==> config.mk <==
export PLATFORM = sky130hd
export DESIGN_NAME = pipe_hold_ctrl_flat
export DESIGN_NICKNAME = d
export VERILOG_FILES = /design/src/rtl/pipe_hold_ctrl_pkg.sv /design/src/rtl/pipe_hold_ctrl_if.sv /design/src/rtl/pipe_hold_ctrl_hold_fifo.sv /design/src/rtl/pipe_hold_ctrl.sv /design/src/flat_wrapper.sv
export SDC_FILE = /design/constraint.sdc
export NUM_CORES = 1
export LEC_CHECK = 0
export CAP_MARGIN = 20
export CORE_MARGIN = 2
export CORE_UTILIZATION = 41
export CTS_CLUSTER_DIAMETER = 60
export CTS_CLUSTER_SIZE = 12
export DETAILED_ROUTE_END_ITERATION = 8
export GPL_TIMING_DRIVEN = 0
export PLACE_DENSITY = 0.75
export SLEW_MARGIN = 30
export SYNTH_ARGS = -nofsm -noshare
export SYNTH_HDL_FRONTEND = slang
export SYNTH_SLANG_ARGS = --single-unit
==> constraint.sdc <==
create_clock -name clk -period 2.42 [get_ports clk]
set_input_delay 0.363 -clock clk [delete_from_list [all_inputs] [get_ports clk]]
set_output_delay 0.363 -clock clk [all_outputs]
set_load 0.01 [all_outputs]
==> src/rtl/pipe_hold_ctrl_pkg.sv <==
// pipe_ctrl_pkg
// Shared constants and helpers for the pipeline stall/flush controller.
//   FLUSH_*  : named flush depths for flush_lvl (leading stages cleared)
//   clog2    : ceiling log2, used to size pointers and counters
package pipe_ctrl_pkg;

  localparam int FLUSH_NONE = 0;  // no flush this cycle
  localparam int FLUSH_ID   = 1;  // clear fetch/decode register
  localparam int FLUSH_EX   = 2;  // clear up to execute
  localparam int FLUSH_MEM  = 3;  // clear up to memory

  // Ceiling log2; clog2(1) = 0, clog2(9) = 4.
  function automatic int clog2(input int value);
    int res;
    res = 0;
    for (int i = 0; i < 31; i++) begin
      if ((32'd1 << i) < value) begin
        res = i + 1;
      end
    end
    return res;
  endfunction

endpackage

==> src/rtl/pipe_hold_ctrl_if.sv <==
// pipe_hold_ctrl_if
// Bundles the fetch/data bus handshake, hazard/redirect requests and the
// per-stage pipeline controls seen by pipe_hold_ctrl.
//   master : bus/pipeline side (drives requests, consumes enables/flushes)
//   slave  : the controller itself
interface pipe_hold_ctrl_if #(
  parameter int XLEN   = 32,
  parameter int STAGES = 4,
  parameter int LVL_W  = 2
);

  logic              i_bus_en;
  logic              i_bus_ready;
  logic              d_bus_en;
  logic              d_bus_ready;
  logic              local_stop;
  logic [LVL_W-1:0]  flush_lvl;
  logic [XLEN-1:0]   i_data_in;
  logic [XLEN-1:0]   i_data_out;
  logic [STAGES-1:0] stage_en;
  logic [STAGES-1:0] stage_flush_n;
  logic              pc_en;
  logic              hold_ovf;
  logic              bus_timeout;
  logic [31:0]       stall_cycles;
  logic [31:0]       flush_events;

  modport master (
    output i_bus_en, i_bus_ready, d_bus_en, d_bus_ready, local_stop,
           flush_lvl, i_data_in,
    input  i_data_out, stage_en, stage_flush_n, pc_en, hold_ovf,
           bus_timeout, stall_cycles, flush_events
  );

  modport slave (
    input  i_bus_en, i_bus_ready, d_bus_en, d_bus_ready, local_stop,
           flush_lvl, i_data_in,
    output i_data_out, stage_en, stage_flush_n, pc_en, hold_ovf,
           bus_timeout, stall_cycles, flush_events
  );

endinterface

==> src/rtl/pipe_hold_ctrl_hold_fifo.sv <==
// hold_fifo
// Small circular buffer that keeps fetched words arriving while the front
// end is held.
//   clk, rst_n : clock, asynchronous active-low reset
//   push, din  : write request and word (dropped when full without a pop)
//   pop        : remove head
//   clr        : discard all entries at the next edge (wins over push/pop)
//   head       : oldest word
//   empty/full : occupancy flags
//   ovf        : sticky, a push was dropped; cleared only by reset
module hold_fifo
  import pipe_ctrl_pkg::*;
#(
  parameter int XLEN       = 32,
  parameter int HOLD_DEPTH = 2
) (
  input  logic            clk,
  input  logic            rst_n,
  input  logic            push,
  input  logic            pop,
  input  logic            clr,
  input  logic [XLEN-1:0] din,
  output logic [XLEN-1:0] head,
  output logic            empty,
  output logic            full,
  output logic            ovf
);

  localparam int PTR_W = (clog2(HOLD_DEPTH) < 1) ? 1 : clog2(HOLD_DEPTH);
  localparam int CNT_W = clog2(HOLD_DEPTH + 1);

  logic [XLEN-1:0]  mem_r [HOLD_DEPTH];
  logic [PTR_W-1:0] wr_ptr_r;
  logic [PTR_W-1:0] rd_ptr_r;
  logic [CNT_W-1:0] cnt_r;
  logic             ovf_r;
  logic             empty_s;
  logic             full_s;
  logic             wr_ok_s;
  logic             rd_ok_s;
  logic             drop_s;

  // Pointer advance with explicit wrap so any depth works, not just 2^n.
  function automatic logic [PTR_W-1:0] ptr_inc(input logic [PTR_W-1:0] p);
    if (p == PTR_W'(HOLD_DEPTH - 1)) begin
      return '0;
    end else begin
      return p + PTR_W'(1);
    end
  endfunction

  // Occupancy flags and accepted-operation qualifiers.
  always_comb begin
    empty_s = (cnt_r == CNT_W'(0));
    full_s  = (cnt_r == CNT_W'(HOLD_DEPTH));
    // A full buffer still accepts a push when a pop frees a slot.
    wr_ok_s = push & (~full_s | pop) & ~clr;
    rd_ok_s = pop & ~empty_s & ~clr;
    drop_s  = push & full_s & ~pop & ~clr;
  end

  // Storage array; contents need no reset because cnt_r gates visibility.
  always_ff @(posedge clk) begin
    if (wr_ok_s) begin
      mem_r[wr_ptr_r] <= din;
    end
  end

  // Pointers, occupancy count and sticky overflow.
  always_ff @(posedge clk or negedge rst_n) begin
    if (!rst_n) begin
      wr_ptr_r <= '0;
      rd_ptr_r <= '0;
      cnt_r    <= '0;
      ovf_r    <= 1'b0;
    end else begin
      ovf_r <= ovf_r | drop_s;
      if (clr) begin
        wr_ptr_r <= '0;
        rd_ptr_r <= '0;
        cnt_r    <= '0;
      end else begin
        if (wr_ok_s) begin
          wr_ptr_r <= ptr_inc(wr_ptr_r);
        end
        if (rd_ok_s) begin
          rd_ptr_r <= ptr_inc(rd_ptr_r);
        end
        case ({wr_ok_s, rd_ok_s})
          2'b10:   cnt_r <= cnt_r + CNT_W'(1);
          2'b01:   cnt_r <= cnt_r - CNT_W'(1);
          default: cnt_r <= cnt_r;
        endcase
      end
    end
  end

  assign head  = mem_r[rd_ptr_r];
  assign empty = empty_s;
  assign full  = full_s;
  assign ovf   = ovf_r;

endmodule

==> src/rtl/pipe_hold_ctrl.sv <==
// pipe_hold_ctrl
// Stall/flush controller for an N-stage integer pipeline. Derives per-stage
// register enables and active-low flushes from bus wait, load-use hold and
// redirect requests, buffers fetched words during a front-end hold, and
// watches for a bus that never answers.
//   clk, cpu_rst : clock, asynchronous active-low reset
//   bus (slave)  : fetch/data handshake, local_stop, flush_lvl, i_data_in in;
//                  i_data_out, stage_en, stage_flush_n, pc_en, hold_ovf,
//                  bus_timeout, stall_cycles, flush_events out
// Build option: define PIPE_PERF_CNT_EN to build the stall_cycles and
// flush_events counters; otherwise both read as zero.
module pipe_hold_ctrl
  import pipe_ctrl_pkg::*;
#(
  parameter int XLEN       = 32,
  parameter int STAGES     = 4,
  parameter int FRONT      = 2,
  parameter int HOLD_DEPTH = 2,
  parameter int TIMEOUT    = 255,
  parameter int LVL_W      = 2
) (
  input logic             clk,
  input logic             cpu_rst,
  pipe_hold_ctrl_if.slave bus
);

  localparam int WCNT_W = clog2(TIMEOUT + 1);

  logic              i_wait_s;
  logic              d_wait_s;
  logic              bwait_s;
  logic              front_en_s;
  logic              flush_now_s;
  logic              squash_s;
  logic              push_s;
  logic              pop_s;
  logic              fifo_empty_s;
  logic              fifo_full_unused_s;
  logic              fifo_ovf_s;
  logic [XLEN-1:0]   fifo_head_s;
  int                lvl_raw_s;
  int                lvl_s;
  logic [STAGES-1:0] en_run_s;
  logic [STAGES-1:0] flush_n_run_s;
  logic [STAGES-1:0] stage_en_s;
  logic [STAGES-1:0] stage_flush_n_s;
  logic [XLEN-1:0]   data_out_s;
  logic              squash_d_r;
  logic [WCNT_W-1:0] wcnt_r;
  logic              bus_timeout_r;

  // Wait terms, front-end enable and hold-buffer requests.
  always_comb begin
    i_wait_s    = bus.i_bus_en & ~bus.i_bus_ready;
    d_wait_s    = bus.d_bus_en & ~bus.d_bus_ready;
    bwait_s     = i_wait_s | d_wait_s;
    front_en_s  = ~bwait_s & ~bus.local_stop;
    flush_now_s = (bus.flush_lvl != LVL_W'(FLUSH_NONE));
    squash_s    = flush_now_s | squash_d_r;
    // A redirect makes any word fetched this cycle stale, so it is not kept.
    push_s      = bus.i_bus_en & bus.i_bus_ready & ~front_en_s & ~flush_now_s;
    pop_s       = front_en_s & ~fifo_empty_s;
  end

  // Per-stage enables and flushes; reset forces every register to clear.
  always_comb begin
    lvl_raw_s = int'(bus.flush_lvl);
    // The last stage always retires, so deeper requests saturate short of it.
    lvl_s     = (lvl_raw_s > STAGES - 1) ? STAGES - 1 : lvl_raw_s;
    en_run_s      = '0;
    flush_n_run_s = '1;
    for (int k = 0; k < STAGES; k++) begin
      en_run_s[k]      = (k < FRONT) ? front_en_s : ~bwait_s;
      flush_n_run_s[k] = (k < lvl_s) ? 1'b0 : 1'b1;
    end
    if (!cpu_rst) begin
      stage_en_s      = '1;
      stage_flush_n_s = '0;
    end else begin
      stage_en_s      = en_run_s;
      stage_flush_n_s = flush_n_run_s;
    end
  end

  // Word presented to the stage-0 register.
  always_comb begin
    if (!cpu_rst) begin
      data_out_s = bus.i_data_in;
    end else if (squash_s) begin
      // Zero word decodes as a harmless bubble after a redirect.
      data_out_s = '0;
    end else if (!fifo_empty_s) begin
      data_out_s = fifo_head_s;
    end else begin
      data_out_s = bus.i_data_in;
    end
  end

  // Words fetched while the front end is held wait here.
  hold_fifo #(
    .XLEN       (XLEN),
    .HOLD_DEPTH (HOLD_DEPTH)
  ) u_hold_fifo (
    .clk   (clk),
    .rst_n (cpu_rst),
    .push  (push_s),
    .pop   (pop_s),
    .clr   (flush_now_s),
    .din   (bus.i_data_in),
    .head  (fifo_head_s),
    .empty (fifo_empty_s),
    .full  (fifo_full_unused_s),
    .ovf   (fifo_ovf_s)
  );

  // Squash history and bus-wait watchdog.
  always_ff @(posedge clk or negedge cpu_rst) begin
    if (!cpu_rst) begin
      squash_d_r    <= 1'b0;
      wcnt_r        <= '0;
      bus_timeout_r <= 1'b0;
    end else begin
      squash_d_r <= flush_now_s;
      if (bwait_s) begin
        // Saturate at TIMEOUT so a persisting wait fires only once.
        if (wcnt_r != WCNT_W'(TIMEOUT)) begin
          wcnt_r <= wcnt_r + WCNT_W'(1);
        end else begin
          wcnt_r <= wcnt_r;
        end
        bus_timeout_r <= (wcnt_r == WCNT_W'(TIMEOUT - 1));
      end else begin
        wcnt_r        <= '0;
        bus_timeout_r <= 1'b0;
      end
    end
  end

`ifdef PIPE_PERF_CNT_EN
  logic [31:0] stall_cycles_r;
  logic [31:0] flush_events_r;

  // Free-running performance counters, wrapping modulo 2^32.
  always_ff @(posedge clk or negedge cpu_rst) begin
    if (!cpu_rst) begin
      stall_cycles_r <= 32'd0;
      flush_events_r <= 32'd0;
    end else begin
      if (!front_en_s) begin
        stall_cycles_r <= stall_cycles_r + 32'd1;
      end
      if (flush_now_s) begin
        flush_events_r <= flush_events_r + 32'd1;
      end
    end
  end

  assign bus.stall_cycles = stall_cycles_r;
  assign bus.flush_events = flush_events_r;
`else
  assign bus.stall_cycles = 32'd0;
  assign bus.flush_events = 32'd0;
`endif

  assign bus.i_data_out    = data_out_s;
  assign bus.stage_en      = stage_en_s;
  assign bus.stage_flush_n = stage_flush_n_s;
  assign bus.pc_en         = ~cpu_rst | front_en_s;
  assign bus.hold_ovf      = fifo_ovf_s;
  assign bus.bus_timeout   = bus_timeout_r;

endmodule

==> src/flat_wrapper.sv <==
// flat-port wrapper written by rule: the top's interface ports become plain ports
module pipe_hold_ctrl_flat import pipe_ctrl_pkg::*;
#(
  parameter int XLEN       = 32,
  parameter int STAGES     = 4,
  parameter int FRONT      = 2,
  parameter int HOLD_DEPTH = 2,
  parameter int TIMEOUT    = 255,
  parameter int LVL_W      = 2
)
  (clk, cpu_rst, bus_i_bus_en, bus_i_bus_ready, bus_d_bus_en, bus_d_bus_ready, bus_local_stop, bus_flush_lvl, bus_i_data_in, bus_i_data_out, bus_stage_en, bus_stage_flush_n, bus_pc_en, bus_hold_ovf, bus_bus_timeout, bus_stall_cycles, bus_flush_events);
  pipe_hold_ctrl_if #(.XLEN(XLEN), .STAGES(STAGES), .LVL_W(LVL_W)) bus_i ();
  input logic clk;
  input logic cpu_rst;
  input wire logic [$bits(bus_i.i_bus_en)-1:0] bus_i_bus_en;
  input wire logic [$bits(bus_i.i_bus_ready)-1:0] bus_i_bus_ready;
  input wire logic [$bits(bus_i.d_bus_en)-1:0] bus_d_bus_en;
  input wire logic [$bits(bus_i.d_bus_ready)-1:0] bus_d_bus_ready;
  input wire logic [$bits(bus_i.local_stop)-1:0] bus_local_stop;
  input wire logic [$bits(bus_i.flush_lvl)-1:0] bus_flush_lvl;
  input wire logic [$bits(bus_i.i_data_in)-1:0] bus_i_data_in;
  output wire logic [$bits(bus_i.i_data_out)-1:0] bus_i_data_out;
  output wire logic [$bits(bus_i.stage_en)-1:0] bus_stage_en;
  output wire logic [$bits(bus_i.stage_flush_n)-1:0] bus_stage_flush_n;
  output wire logic [$bits(bus_i.pc_en)-1:0] bus_pc_en;
  output wire logic [$bits(bus_i.hold_ovf)-1:0] bus_hold_ovf;
  output wire logic [$bits(bus_i.bus_timeout)-1:0] bus_bus_timeout;
  output wire logic [$bits(bus_i.stall_cycles)-1:0] bus_stall_cycles;
  output wire logic [$bits(bus_i.flush_events)-1:0] bus_flush_events;
  assign bus_i.i_bus_en = bus_i_bus_en;
  assign bus_i.i_bus_ready = bus_i_bus_ready;
  assign bus_i.d_bus_en = bus_d_bus_en;
  assign bus_i.d_bus_ready = bus_d_bus_ready;
  assign bus_i.local_stop = bus_local_stop;
  assign bus_i.flush_lvl = bus_flush_lvl;
  assign bus_i.i_data_in = bus_i_data_in;
  assign bus_i_data_out = bus_i.i_data_out;
  assign bus_stage_en = bus_i.stage_en;
  assign bus_stage_flush_n = bus_i.stage_flush_n;
  assign bus_pc_en = bus_i.pc_en;
  assign bus_hold_ovf = bus_i.hold_ovf;
  assign bus_bus_timeout = bus_i.bus_timeout;
  assign bus_stall_cycles = bus_i.stall_cycles;
  assign bus_flush_events = bus_i.flush_events;
  pipe_hold_ctrl #(.XLEN(XLEN), .STAGES(STAGES), .FRONT(FRONT), .HOLD_DEPTH(HOLD_DEPTH), .TIMEOUT(TIMEOUT), .LVL_W(LVL_W)) u_core (.clk(clk), .cpu_rst(cpu_rst), .bus(bus_i));
endmodule
==> results of run 1 <==
## worst max-delay path: stages
cell	delay, ns
clkdlybuf4s50_1	0.49
nor2_4	0.16
inv_2	0.07
o21a_4	0.23
buf_6	0.16
a211oi_2	0.19
dlygate4sd2_1	0.31
## sequential cells by signal (all words and copies together) (netlist names)
register                     flops
u_core.u_hold_fifo.cnt_r         2
u_core.u_hold_fifo.mem_r        64
u_core.u_hold_fifo.rd_ptr_r      1
u_core.u_hold_fifo.wr_ptr_r      1
u_core.squash_d_r                1
u_core.bus.bus_timeout           1
u_core.u_hold_fifo.ovf           1
u_core.wcnt_r                    8
## metrics by stage
step | area, um2 | worst slack [ns]
6_report | 5743 | 0.07903
5_1_grt | 5743 | 0.002690
4_1_cts | 5741 | 0.03366
3_5_place_dp | 5537 | -0.8891
3_3_place_gp | 5466 | -1.547
2_1_floorplan | 4466 | -0.1797
## layout make-up
cell class	instances	area share
sequential	79	0.4000
multi-input combinational	228	0.2693
clock inverter	6	0.01612
timing repair buffer	87	0.1495
inverter	5	0.003268
buffer	83	0.1083
clock buffer	10	0.02397
tap	136	0.02963
## synthesized netlist by cell type (all sizes together) (2+ instances only)
master	count
clkbuf	2
ha	3
o21a	2
a31oi	3
dfrtp	15
or3	2
o21bai	2
nor2	38
edfxtp	64
o21ai	4
mux2i	35
a21oi	3
nand3	3
nor3	6
or2	2
nor2b	4
and2	2
nand2	5
buf	81
nor4	2
nand4	2
a211oi	35
inv	5
## worst min-delay path by stage
stage / start / end / slack (ns) / cells after the start
6_report: u_core.u_hold_fifo.ovf / u_core.u_hold_fifo.ovf / 0.49 / 1
5_1_grt: u_core.u_hold_fifo.ovf / u_core.u_hold_fifo.ovf / 0.55 / 1
4_1_cts: u_core.u_hold_fifo.ovf / u_core.u_hold_fifo.ovf / 0.50 / 1
3_5_place_dp: u_core.u_hold_fifo.ovf / u_core.u_hold_fifo.ovf / 0.48 / 1
3_3_place_gp: u_core.u_hold_fifo.ovf / u_core.u_hold_fifo.ovf / 0.46 / 1
2_1_floorplan: cpu_rst / u_core.bus.bus_timeout / 0.07 / 0
## cells in the final DEF, fill, tap and decap left out, types with 2 or more instances in the layout
cell / count
mux2i_1: 35
nor2_1: 35
nand2_1: 5
buf_16: 2
nand4_1: 2
bufinv_16: 2
edfxtp_1: 64
nor2b_1: 4
buf_6: 3
a211oi_1: 5
conb_1: 64
buf_4: 75
nor3_1: 6
a21oi_1: 3
buf_2: 5
a211oi_2: 30
dlygate4sd2_1: 36
nor4_1: 2
and2_1: 2
clkbuf_4: 2
clkinvlp_4: 2
clkbuf_8: 10
inv_1: 4
or3_1: 2
dfrtp_1: 15
clkdlybuf4s50_1: 45
o21ai_0: 3
nor2_4: 3
a31oi_1: 3
o21bai_1: 2
nand3_1: 3
ha_1: 3
## cell families after synthesis
group,share of synthesized area
multiplexers,0.08284
AO/OA/AOI/OAI,0.1302
buffers and inverters,0.1515
flip-flops,0.5432
adder cells (fa/ha/maj),0.008877
AND/OR/NAND/NOR,0.07840
XOR/XNOR,0.004143
other,0.0008867
## where the power goes
| group | switching [mW] | internal, mW |
|---|---|---|
| combinational | 0.203 | 0.227 |
| clock | 0.487 | 0.614 |
| sequential | 0.00977 | 1.48 |
| total | 0.700 | 2.33 |
## repair_timing
item | 4_1_cts | 5_1_grt
gates cloned | 0 | 0
hold buffers | 1 | 0
pin swaps | 2 | 0
endpoints found under the hold margin | 15 | 0
resized for setup | 44 | 1
setup endpoints to repair | 41 | 1
buffers inserted | 1 | 0
## routing by layer
| layer | GRT usage | vias to the layer above | wire length, um |
|---|---|---|---|
| met5 | 0 | - | 0 |
| met2 | 0.2608 | 92 | 4321 |
| met3 | 0.03711 | 7 | 460 |
| met1 | 0.1965 | 1300 | 3723 |
| li1 | - | 1405 | - |
| met4 | 0.03665 | 0 | 55 |
==> metrics.md, run 1 <==
| Metric | Value |
|---|---|
| Crit path launch type | input port |
| Setup TNS | 0 ns |
| RSZ-0062 raised after global routing | false |
| Pwr Total | 3.025 mW |
| # Max-Cap Violations | 0 |
| Post-route ant nets | 0 |
| Post-Synthesis Cell Area | 4229 um2 |
| Port Buffers | 83 |
| EDFF count, synth | 64 |
| GRT overflow | 0 |
| Ys flop type | edfxtp_1 |
| YS warnings | 0 |
| Pleak | 2.295 nW |
| Synth area leaders | edfxtp_1 45%, buf_4 13%, a211oi_2 8.9%, dfrtp_1 8.9%, mux2i_1 8.3% |
| Worst R2R Start | u_core.u_hold_fifo.cnt_r[0] |
| DIE HEIGHT | 105.6 um |
| Worst slew margin | 0.5178 |
| Initial drt markers | 140 |
| Fin crit period | 2.341 ns |
| Total Routing Usage GR | 0.1529 |
| Initial Util | 0.4152 |
| WL final | 8561 um |
| Register-to-Register Setup Slack | 0.43 ns |
| Max-slew violations | 0 |
| CTS tree | done |
| Clock-pin slew on the worst setup and hold paths | 0.08 ns |
| Area leader, netlist | edfxtp_1 |
| Register area | 2297 um2 |
| Non-filler cells, final | 634 |
| Syn_area_per_cell | 12.74 um2 |
| Setup violations, final | 0 |
| FF-to-FF End | u_core.u_hold_fifo.cnt_r[1] |
| Arrival @ worst endpoint | 1.98 ns |
| Net count reported at finish | 537 |
| Clock Tree Buf Depth | 2 |
| Netlist cell types | 42 |
| CTS Buf Count | 9 |
| Setup Skew | 0.01259 ns |
| Fill cells | 890 |
| Number of global-route vias before repair | 2,654 |
| Crit Path Max Fanout | 10 |
| Hold WS | 0.4940 ns |
| Initial antenna violation count | 0 |
| Core area | 10,180 um2 |
| Hold crit path type | flop to flop |
| Inst Count DP | 616 |
| Root buffer cell | clkbuf_8 |
| Setup Crit Path Kind | input port to output port |
| Dpl hpwl | 5887 um |
| Worst-Margin Slew | 0.7210 ns |
| DR vias | 2,804 |
| Vias/cell | 4.423 |
| First-pass GRT wire length | 13,370 um |
| Layout Utilization | 0.5639 |
| Worst skew pair latency | 0.35 ns |
| Maximum clock frequency | 427.2 MHz |
| H-tree Lvls | 3 |
| Worst setup path start | bus_flush_lvl[1] |
| I/O pin count | 148 |
| Placer Congestion | 0.7819 |
| Critical Path RT | 2.06 ns |
| Final period utilization | 0.9673 |
| DRC viols | 0 |
| Area taken by multi-input logic gates | 1546 um2 |
| Routed len/inst | 13.50 um |
| Fraction of layout cells with a size suffix above 1 | 0.2831 |
| Setup crit end kind | output port |
| Power density cells | 526.8 nW/um2 |
| Sink Count | 79 |
| Seq/Total Area, Yosys | 0.5432 |
| Final Hold Vio Count | 0 |
| Die Wd | 105.6 um |
| DIE AREA | 11,140 um2 |
| # diodes | 0 |
| First drt pass iteration count | 4 |
| Largest net degree at the start of global routing | 21 |
| Synth Register Bits | 79 |
| Row count | 37 |
| Worst setup path endpoint | bus_i_data_out[17] |
| Status | finished, final reports clean |
| Max VDD drop | 0.0003277 V |
| Asr flop ratio synth | 0.1899 |
| Cell count after synthesis | 332 |
| Synth top area share | 0.4544 |
| R2R cell count | 6 |
| Area grow syn2layout | 35.80% |
No activity file was read; power rests on OpenSTA's default activity.
==> run 2, diff against run 1 <==
Settings changed: RECOVER_POWER from default to 100.
==> run 2 against run 1 <==
Against the previous run: clock skew hardly changed; core utilization shrank 0.38 points; routed wire length down 0.39%; first-iteration DRC count decreased by 13%; power decreased by 0.58%; maximum frequency fell by 0.70%; design area is 0.68% lower; worst setup slack got worse by 0.016 ns; flip-flop and latch count is the same; combinational power fell by 4%; sequential power about the same; highest routed layer unchanged.
==> metrics.md, run 2 (synthesis gave the netlist of run 1 again) <==
| Metric | Value |
|---|---|
| Status | finished, final reports clean |
| Placer Congestion | 0.7819 (unchanged) |
| Clk pwr share | 0.366 (+0.002) |
| Pre-CTS setup slack | -0.8891 ns (unchanged) |
| Arrival @ worst endpoint | 1.99 ns (about the same) |
| Critical path buffers and inverters | 3 (-1) |
| CP Cell Sequence | dlygate4sd3_1, nor2b_1, or2_2, o21ai_2, buf_4, dlygate4sd2_1 |
| DRC viols | 0 (unchanged) |
| Worst-Margin Slew | 0.7973 ns (+0.07628 ns) |
| Most frequent cells in the layout | 72 x buf_4, 64 x conb_1, 64 x edfxtp_1 |
| Worst skew pair latency | 0.35 ns (about the same) |
| Int Power | 2.311 mW (-0.63%) |
| I/O pin count | 148 (unchanged) |
| Initial antenna violation count | 0 (unchanged) |
| Crit Path Max Fanout | 6 (-4) |
| Sink Count | 79 (unchanged) |
| Clock-pin slew on the worst setup and hold paths | 0.08 ns (about the same) |
| First drt pass iteration count | 4 (unchanged) |
| Routed len/inst | 13.45 um (-0.39%) |
| Maximum clock frequency | 424.2 MHz (-0.70%) |
| DIE AREA | 11,140 um2 (unchanged) |
| Setup crit end kind | output port |
| Register with the most flip-flops | u_core.u_hold_fifo.mem_r |
| Port Buffers | 83 (unchanged) |
| Cell family with most CP delay | buffers and inverters |
| CTS Buf Count | 9 (unchanged) |
| Max-slew violations | 0 (unchanged) |
| First-pass GRT wire length | 13,370 um (unchanged) |
| Max reg flops | 64 (unchanged) |
| Root buffer cell | clkbuf_8 |
| Vias/cell | 4.409 (-0.32%) |
| Final Hold Vio Count | 0 (unchanged) |
| Area grow syn2layout | 34.88% |
| Total Routing Usage GR | 0.1529 (unchanged) |
| DR vias | 2,795 (-0.32%) |
| Row count | 37 (unchanged) |
| Fin crit period | 2.357 ns (+0.01642 ns) |
| Leading cell type in the layout, fill and taps excluded | buf_4 |
| Final period utilization | 0.9741 (+0.006786) |
| Fraction of layout cells with a size suffix above 1 | 0.2711 (-0.01205) |
| Worst slew margin | 0.4679 (-0.04984) |
| Core area | 10,180 um2 (unchanged) |
| Layout Utilization | 0.5601 (-0.003808) |
| Inst Count DP | 616 (unchanged) |
| Clock Tree Buf Depth | 2 (unchanged) |
| Die Wd | 105.6 um (unchanged) |
| RSZ-0062 raised after global routing | false |
| Setup Skew | 0.01216 ns (-0.0004377 ns) |
| Crit-path max cell delay | 0.54 ns (+0.05 ns) |
| Hold Crit Depth | 1 (unchanged) |
| Hold crit path type | flop to flop |
| Crit path launch type | input port |
| Top Registers | u_core.u_hold_fifo.mem_r: 64 flops, u_core.wcnt_r: 8 flops, u_core.u_hold_fifo.cnt_r: 2 flops |
| Sw power | 0.6972 mW (-0.42%) |
| WL final | 8528 um (-0.39%) |
| Number of global-route vias before repair | 2,654 (unchanged) |
| DIE HEIGHT | 105.6 um (unchanged) |
| Setup violations, final | 0 (unchanged) |
| Setup TNS | 0 ns (unchanged) |
| GRT overflow | 0 (unchanged) |
| Non-filler cells, final | 634 (unchanged) |
| # Max-Cap Violations | 0 (unchanged) |
| Setup Crit Path Kind | input port to output port |
| Pleak | 2.307 nW (+0.49%) |
| Max VDD drop | 0.0003271 V (-0.17%) |
| Critical Path RT | 2.06 ns (about the same) |
| Switching Share | 0.2318 (+0.0003720) |
| Dpl hpwl | 5887 um (unchanged) |
| # diodes | 0 (unchanged) |
| Initial drt markers | 122 (-13%) |
| R2R cell count | 4 (-2) |
| Initial Util | 0.4152 (unchanged) |
| Largest net degree at the start of global routing | 21 (unchanged) |
| Final worst-path setup slack | 0.06261 ns (-0.01642 ns) |
| Post-route ant nets | 0 (unchanged) |
| Net count reported at finish | 537 (unchanged) |
| Comb pwr share | 0.137 (-0.005) |
| Power density cells | 527.3 nW/um2 (about the same) |
| Slowest CP cell | dlygate4sd3_1 |
| H-tree Lvls | 3 (unchanged) |
| CTS tree | done |
| WP depth | 6 (-1) |
| Sequential group share of total power | 0.496 (+0.002) |
==> run 2: timing repair <==
item                       CTS  global route
gates cloned                 0             0
setup buffers                1             0
setup endpoints to repair   41             1
gates resized for setup     44             1
pin swaps                    2             0
hold endpoints to repair    15             0
hold buffers                 1             0
==> run 2: worst paths after layout <==
kind | from | end | slack, ns
max | bus_i_bus_en | bus_stage_en[1] | 0.06
min | u_core.u_hold_fifo.ovf | u_core.u_hold_fifo.ovf | 0.49
max reg2reg | u_core.u_hold_fifo.cnt_r[0] | u_core.u_hold_fifo.mem_r[0][20] | 0.38
min reg2reg | u_core.u_hold_fifo.ovf | u_core.u_hold_fifo.ovf | 0.49
max in group asynchronous | cpu_rst | u_core.u_hold_fifo.cnt_r[1] | 1.02
min in group asynchronous | cpu_rst | u_core.u_hold_fifo.rd_ptr_r | 0.94
==> run 2: worst reg2reg max path, delay by kind of cell, from the launching register on <==
| kind | cells | cell delay, ns |
|---|---|---|
| AOI/OAI and AO/OA | 1 | 0.22 |
| buffers and inverters | 1 | 0.26 |
| DFF | 1 | 0.43 |
| and+or+nand+nor | 2 | 0.84 |
==> run 2: stage by stage <==
stage | total power, mW | instance area, um2 | hold WS (ns)
final | 3.008 | 5704 | 0.4887
after global routing | 3.140 | 5704 | 0.5407
after CTS | 3.064 | 5741 | 0.5013
after detailed placement | 1.975 | 5537 | 0.4822
after global placement | 1.964 | 5466 | 0.4620
after floorplan | 1.778 | 4466 | 0.06741
==> run 2: final cells by class <==
class / count / area, um2
Multi-Input combinational cell: 228 / 1511
Clock buffer: 10 / 137.6
Timing Repair Buffer: 87 / 854.6
Buffer: 83 / 621.8
Fill cell: 897 / 4481
Clock inverter: 6 / 92.59
Sequential cell: 79 / 2297
Inverter: 5 / 18.77
Tap cell: 136 / 170.2
==> run 2: power groups by stage <==
stage               registers [mW]  clock network (mW)  logic, mW
floorplan                     1.52                   0      0.255
global placement              1.52                   0      0.441
detailed placement            1.52                   0      0.451
CTS                           1.49                1.14      0.430
global route                  1.50                1.19      0.452
finish                        1.49                1.10      0.413
==> run 2: metal layers <==
layer,vias to the layer above,GRT usage,wire length (um)
met5,-,0,0
met4,0,0.03665,43
met3,5,0.03711,412
met2,79,0.2608,4381
met1,1307,0.1965,3690
li1,1404,-,-
